<file path="src/rtl/multi_timer_pkg.sv">
// Shared types and constants for the multi-channel interval timer.
// Channel state encoding, common tick presets and the prescaler width helper.
package multi_timer_pkg;

    typedef enum logic {
        IDLE = 1'b0,
        RUN  = 1'b1
    } chan_state_e;

    localparam int TICKS_27MHZ = 2025;
    localparam int TICKS_25MHZ = 1875;

    // A single-cycle tick still needs a one-bit prescaler register.
    function automatic int prescWidth(input int ticks);
        return (ticks > 1) ? $clog2(ticks) : 1;
    endfunction

endpackage

</file>
<file path="src/rtl/multi_timer_channel.sv">
// One countdown channel: prescaler, remaining counter, state and expiry register.
// Auto-reload support is present only when MULTI_TIMER_RELOAD_EN is defined.
module timer_channel
    import multi_timer_pkg::*;
#(
    parameter int TICK_CYCLES = TICKS_27MHZ,
    parameter int LEN_W       = 10
) (
    input  logic             i_clk,
    input  logic             i_reset,
    input  logic             i_start,
    input  logic             i_stop,
    input  logic [LEN_W-1:0] i_length,
`ifdef MULTI_TIMER_RELOAD_EN
    input  logic             i_periodic,
`endif
    output logic             o_expired,
    output logic             o_busy,
    output logic [LEN_W-1:0] o_remaining
);

    localparam int            PW         = prescWidth(TICK_CYCLES);
    localparam logic [PW-1:0] LAST_PHASE = PW'(TICK_CYCLES - 1);

    chan_state_e      r_state;
    logic [PW-1:0]    r_presc;
    logic [LEN_W-1:0] r_remaining;
    logic             r_expired;
    logic             w_tick;
`ifdef MULTI_TIMER_RELOAD_EN
    logic [LEN_W-1:0] r_reloadLen;
    logic             r_periodic;
`endif

    assign w_tick = (r_state == RUN) && (r_presc == LAST_PHASE);

    // Stop outranks start, and both outrank a tick due on the same edge.
    always_ff @(posedge i_clk) begin
        if (i_reset) begin
            r_state     <= IDLE;
            r_presc     <= '0;
            r_remaining <= '0;
            r_expired   <= 1'b0;
`ifdef MULTI_TIMER_RELOAD_EN
            r_reloadLen <= '0;
            r_periodic  <= 1'b0;
`endif
        end else begin
            r_expired <= 1'b0;
            if (i_stop) begin
                r_state     <= IDLE;
                r_presc     <= '0;
                r_remaining <= '0;
            end else if (i_start) begin
                r_presc     <= '0;
`ifdef MULTI_TIMER_RELOAD_EN
                r_reloadLen <= i_length;
                r_periodic  <= i_periodic;
`endif
                if (i_length == '0) begin
                    // Zero length fires once and never reloads, even in periodic mode.
                    r_expired   <= 1'b1;
                    r_state     <= IDLE;
                    r_remaining <= '0;
                end else begin
                    r_state     <= RUN;
                    r_remaining <= i_length;
                end
            end else if (r_state == RUN) begin
                if (w_tick) begin
                    r_presc <= '0;
                    if (r_remaining == LEN_W'(1)) begin
                        r_expired <= 1'b1;
`ifdef MULTI_TIMER_RELOAD_EN
                        if (r_periodic) begin
                            r_remaining <= r_reloadLen;
                        end else begin
                            r_state     <= IDLE;
                            r_remaining <= '0;
                        end
`else
                        r_state     <= IDLE;
                        r_remaining <= '0;
`endif
                    end else begin
                        r_remaining <= r_remaining - LEN_W'(1);
                    end
                end else begin
                    r_presc <= r_presc + PW'(1);
                end
            end
        end
    end

    assign o_expired   = r_expired;
    assign o_busy      = (r_state == RUN);
    assign o_remaining = r_remaining;

endmodule

</file>
<file path="src/rtl/multi_timer.sv">
// Multi-channel programmable interval timer: CHANNELS independent countdown channels.
// Define MULTI_TIMER_RELOAD_EN to add the periodic port and auto-reload.
module multi_timer
    import multi_timer_pkg::*;
#(
    parameter int TICK_CYCLES = TICKS_27MHZ,
    parameter int CHANNELS    = 4,
    parameter int LEN_W       = 10
) (
    input  logic                      clk,
    input  logic                      reset,
    input  logic [CHANNELS-1:0]       start,
    input  logic [CHANNELS-1:0]       stop,
    input  logic [CHANNELS*LEN_W-1:0] length,
`ifdef MULTI_TIMER_RELOAD_EN
    input  logic [CHANNELS-1:0]       periodic,
`endif
    output logic [CHANNELS-1:0]       expired,
    output logic [CHANNELS-1:0]       busy,
    output logic [CHANNELS*LEN_W-1:0] remaining
);

    for (genvar g = 0; g < CHANNELS; g++) begin : g_chan
        timer_channel #(
            .TICK_CYCLES(TICK_CYCLES),
            .LEN_W      (LEN_W)
        ) u_chan (
            .i_clk      (clk),
            .i_reset    (reset),
            .i_start    (start[g]),
            .i_stop     (stop[g]),
            .i_length   (length[g*LEN_W +: LEN_W]),
`ifdef MULTI_TIMER_RELOAD_EN
            .i_periodic (periodic[g]),
`endif
            .o_expired  (expired[g]),
            .o_busy     (busy[g]),
            .o_remaining(remaining[g*LEN_W +: LEN_W])
        );
    end

endmodule
</file>
<file path="config.mk">
export PLATFORM = sky130hd
export DESIGN_NAME = multi_timer
export DESIGN_NICKNAME = d
export VERILOG_FILES = /design/src/rtl/multi_timer_pkg.sv /design/src/rtl/multi_timer_channel.sv /design/src/rtl/multi_timer.sv
export SDC_FILE = /design/constraint.sdc
export NUM_CORES = 1
export LEC_CHECK = 0
export BUFFER_PORTS_ARGS = -buffer_cell sky130_fd_sc_hd__buf_2
export CORE_ASPECT_RATIO = 0.5
export CORE_MARGIN = 3
export CORE_UTILIZATION = 45
export DETAILED_ROUTE_END_ITERATION = 16
export GPL_TIMING_DRIVEN = 1
export HOLD_SLACK_MARGIN = 0.12
export PLACE_DENSITY = 0.76
export SETUP_SLACK_MARGIN = 0.2
export SYNTH_ARGS = -nofsm -noshare
export SYNTH_HDL_FRONTEND = slang
export SYNTH_SLANG_ARGS = --single-unit
</file>
<file path="constraint.sdc">
create_clock -name clk -period 3.25 [get_ports clk]
set_input_delay 0.4875 -clock clk [delete_from_list [all_inputs] [get_ports clk]]
set_output_delay 0.4875 -clock clk [all_outputs]
set_load 0.02 [all_outputs]
</file>
==> metrics.csv <==
metric;value;unit
Routed Antenna Nets;0;
Setup Fix Bufs, Post-CTS;0;
Post-Route Skew;0.00840;ns
Primary FF master, synth;dfxtp_1;
crit-path max FO;10;
number of flops mapped to enable cells by yosys;0;
arrival time at the worst endpoint;2.43;ns
Max Cap Viol;0;
Layout Cells excl Fill;845;
Pleak;2.27;nW
Worst-Margin Slew;0.686;ns
Post-synth ARST share;0;%
die width;156;um
Final Hold Fails;0;
share of layout cells above drive strength 1;19.1;%
r2r startpoint;g_chan[1].u_chan.o_busy$_SDFF_PP0_;
Mapped Nets;688;
Worst Path Buf+Inv;0;
GRT overflow;0;
largest net degree at the start of global routing;22;
drt first pass iters;6;
DP HPWL;9.29;mm
All-Layer GR Usage;20.0;%
Tmin final;2.16;ns
Root Driver;clkbuf_16;
#FFs+latches synth;92;
residual DRC count;0;
period utilization;66.5;%
Initial Utilization;47.8;%
CTS Buffer Depth;2;
clk sinks;92;
yosys warns;0;
DR vias;4903;
most common cell after layout, fill and taps aside;buf_2;
Post-Syn Instances;622;
CTS tree;done;
CP max stage cell;or4_1;
Seq/Total Area, Yosys;36.5;%
CTS buffer count;9;
port bufs;97;
power density over the cells;426;nW/um^2
critical path cell sequence;nand4b_1 > or4_1 > nor3_1 > mux2_2 > a21oi_1;
max incr delay on CP;0.59;ns
Syn Std Cell Area;5050;um^2
Hold Crit Start;length[5];
# resized after CTS;0;
vias per inst;5.80;
n_diodes;0;
maximum vdd drop;0.233;mV
outcome;finished, final reports clean;
RSZ-0062 raised after global routing;false;
area leader, netlist;dfxtp_1;
final setup vio count;0;
I/O Pins;98;
leading post-synthesis cells by cell area;dfxtp_1 36%, nor2_1 5.6%, xor2_1 4.3%;
CP startpoint kind;register;
final wirelength;12.6;mm
Hold Buf Count CTS;0;
crit path kind;reg -> reg;
total power;2.48;mW
count of cell types in the netlist;63;
fmax;463;MHz
Area Overhead vs Synth;15.4;%
row count;26;
fillcell total;995;
Hold Worst Slack;0.395;ns
global-route wire length before repair;21.2;mm
core area;10600;um^2
crit-path leading delay family;simple AND/OR/NAND/NOR gates;
post-synthesis area per instance;8.12;um^2
placed insts;830;
vias in the first global route;4518;
DRT iter0 DRCs;523;
gpl congestion;0.940;
area of the multi-input gates;2970;um^2
Critical Path RT;3.52;ns
H-tree depth;3;
die footprint;12600;um^2
min-delay worst type;in -> reg;
Rel. slew slack;53.9;%
Die Span Y;80.9;um
post-synth top area share;36.5;%
crit end category;register;
Final Slew Violations;0;
DR WL/cell;14.9;um
nets@finish;767;
initial antenna violation count;0;
Seq. cell area;1840;um^2
Sum Neg Setup Slack;0;ns
Worst-Skew Late Latency;0.34;ns
clk slew on worst S/H paths;0.07;ns
Worst Setup SP;g_chan[1].u_chan.o_busy$_SDFF_PP0_;
commonest non-fill, non-tap cells in the layout;97 x buf_2, 92 x dfxtp_1, 76 x nor2_1;
-- worst paths after layout --
check | endpoint | slack, ns | cells after the start
hold / removal | g_chan[0].u_chan.o_remaining[5]$_SDFFE_PP0P_ | 0.39 | 2
setup reg to reg | g_chan[1].u_chan.o_remaining[7]$_SDFFE_PP0P_ | 1.09 | 5
hold reg to reg | g_chan[0].u_chan.r_presc[10]$_SDFFE_PP0P_ | 0.50 | 2
setup / recovery | g_chan[1].u_chan.o_remaining[7]$_SDFFE_PP0P_ | 1.09 | 5
-- cells in the mapped netlist, types with 4 or more instances --
cell,n
or2_2,6
nor3_1,28
nor4_1,8
nand2b_1,7
or4_1,12
xnor2_1,11
a221oi_1,4
nor2b_1,5
nand4_1,17
nand2_1,47
a22oi_1,5
clkbuf_1,16
xor2_1,25
nor2_1,76
ha_1,16
buf_4,8
o21ai_0,34
a211oi_1,5
mux2i_1,8
or3_1,17
nand3_1,30
inv_1,22
a31oi_1,7
a21oi_1,34
and3_1,10
o41ai_1,6
a32o_1,4
nand4b_1,4
dfxtp_1,92
-- cells by family after synthesis --
kind of cell,synth area share (%)
flops,36.5
buf+inv,4.83
compound gates,16.1
mux,2.03
xor+xnor,6.24
fa+ha+maj,3.96
simple gates,30.3
-- cell type report --
cell class	count	share of cell area, %
Inverter	23	1.48
Sequential cell	92	31.6
Multi-Input combinational cell	478	50.9
Tap cell	140	3.00
Timing Repair Buffer	97	8.33
Clock inverter	5	0.622
Clock buffer	10	4.10
-- routing by layer --
layer	vias up	global-route usage, %	wire length [um]
met1	2233	26.1	5800
met5	-	0	0
met3	19	4.95	978
met2	220	33.7	5680
met4	0	5.20	154
li1	2431	-	-
-- state kept, by name, indices dropped and copies added (netlist names) --
name	count
g_chan.u_chan.o_expired	4
g_chan.u_chan.r_presc	44
g_chan.u_chan.o_remaining	40
g_chan.u_chan.o_busy	4
-- power by group --
part | total, mW | switching, mW | internal, mW
Clock | 0.983 | 0.445 | 0.538
Combinational | 0.311 | 0.188 | 0.123
Sequential | 1.19 | 0.0381 | 1.15
Total | 2.48 | 0.671 | 1.81
-- stage by stage --
stage / utilization [%] / worst slack [ns] / area, um^2
floorplan: - / 1.14 / 5050
global placement: 52.5 / 1.20 / 5560
detailed placement: 52.5 / 1.15 / 5560
CTS: 55.1 / 1.08 / 5830
global route: 55.1 / 0.947 / 5830
finish: 55.1 / 1.09 / 5830
-- worst register-to-register path: cells and delay by family, from the launching register on --
kind	cells	cell delay, ns
AO/OA/AOI/OAI	1	0.14
flip-flops	1	0.53
multiplexers	1	0.36
AND/OR/NAND/NOR	3	1.06
No activity file was read; power rests on OpenSTA's default activity.
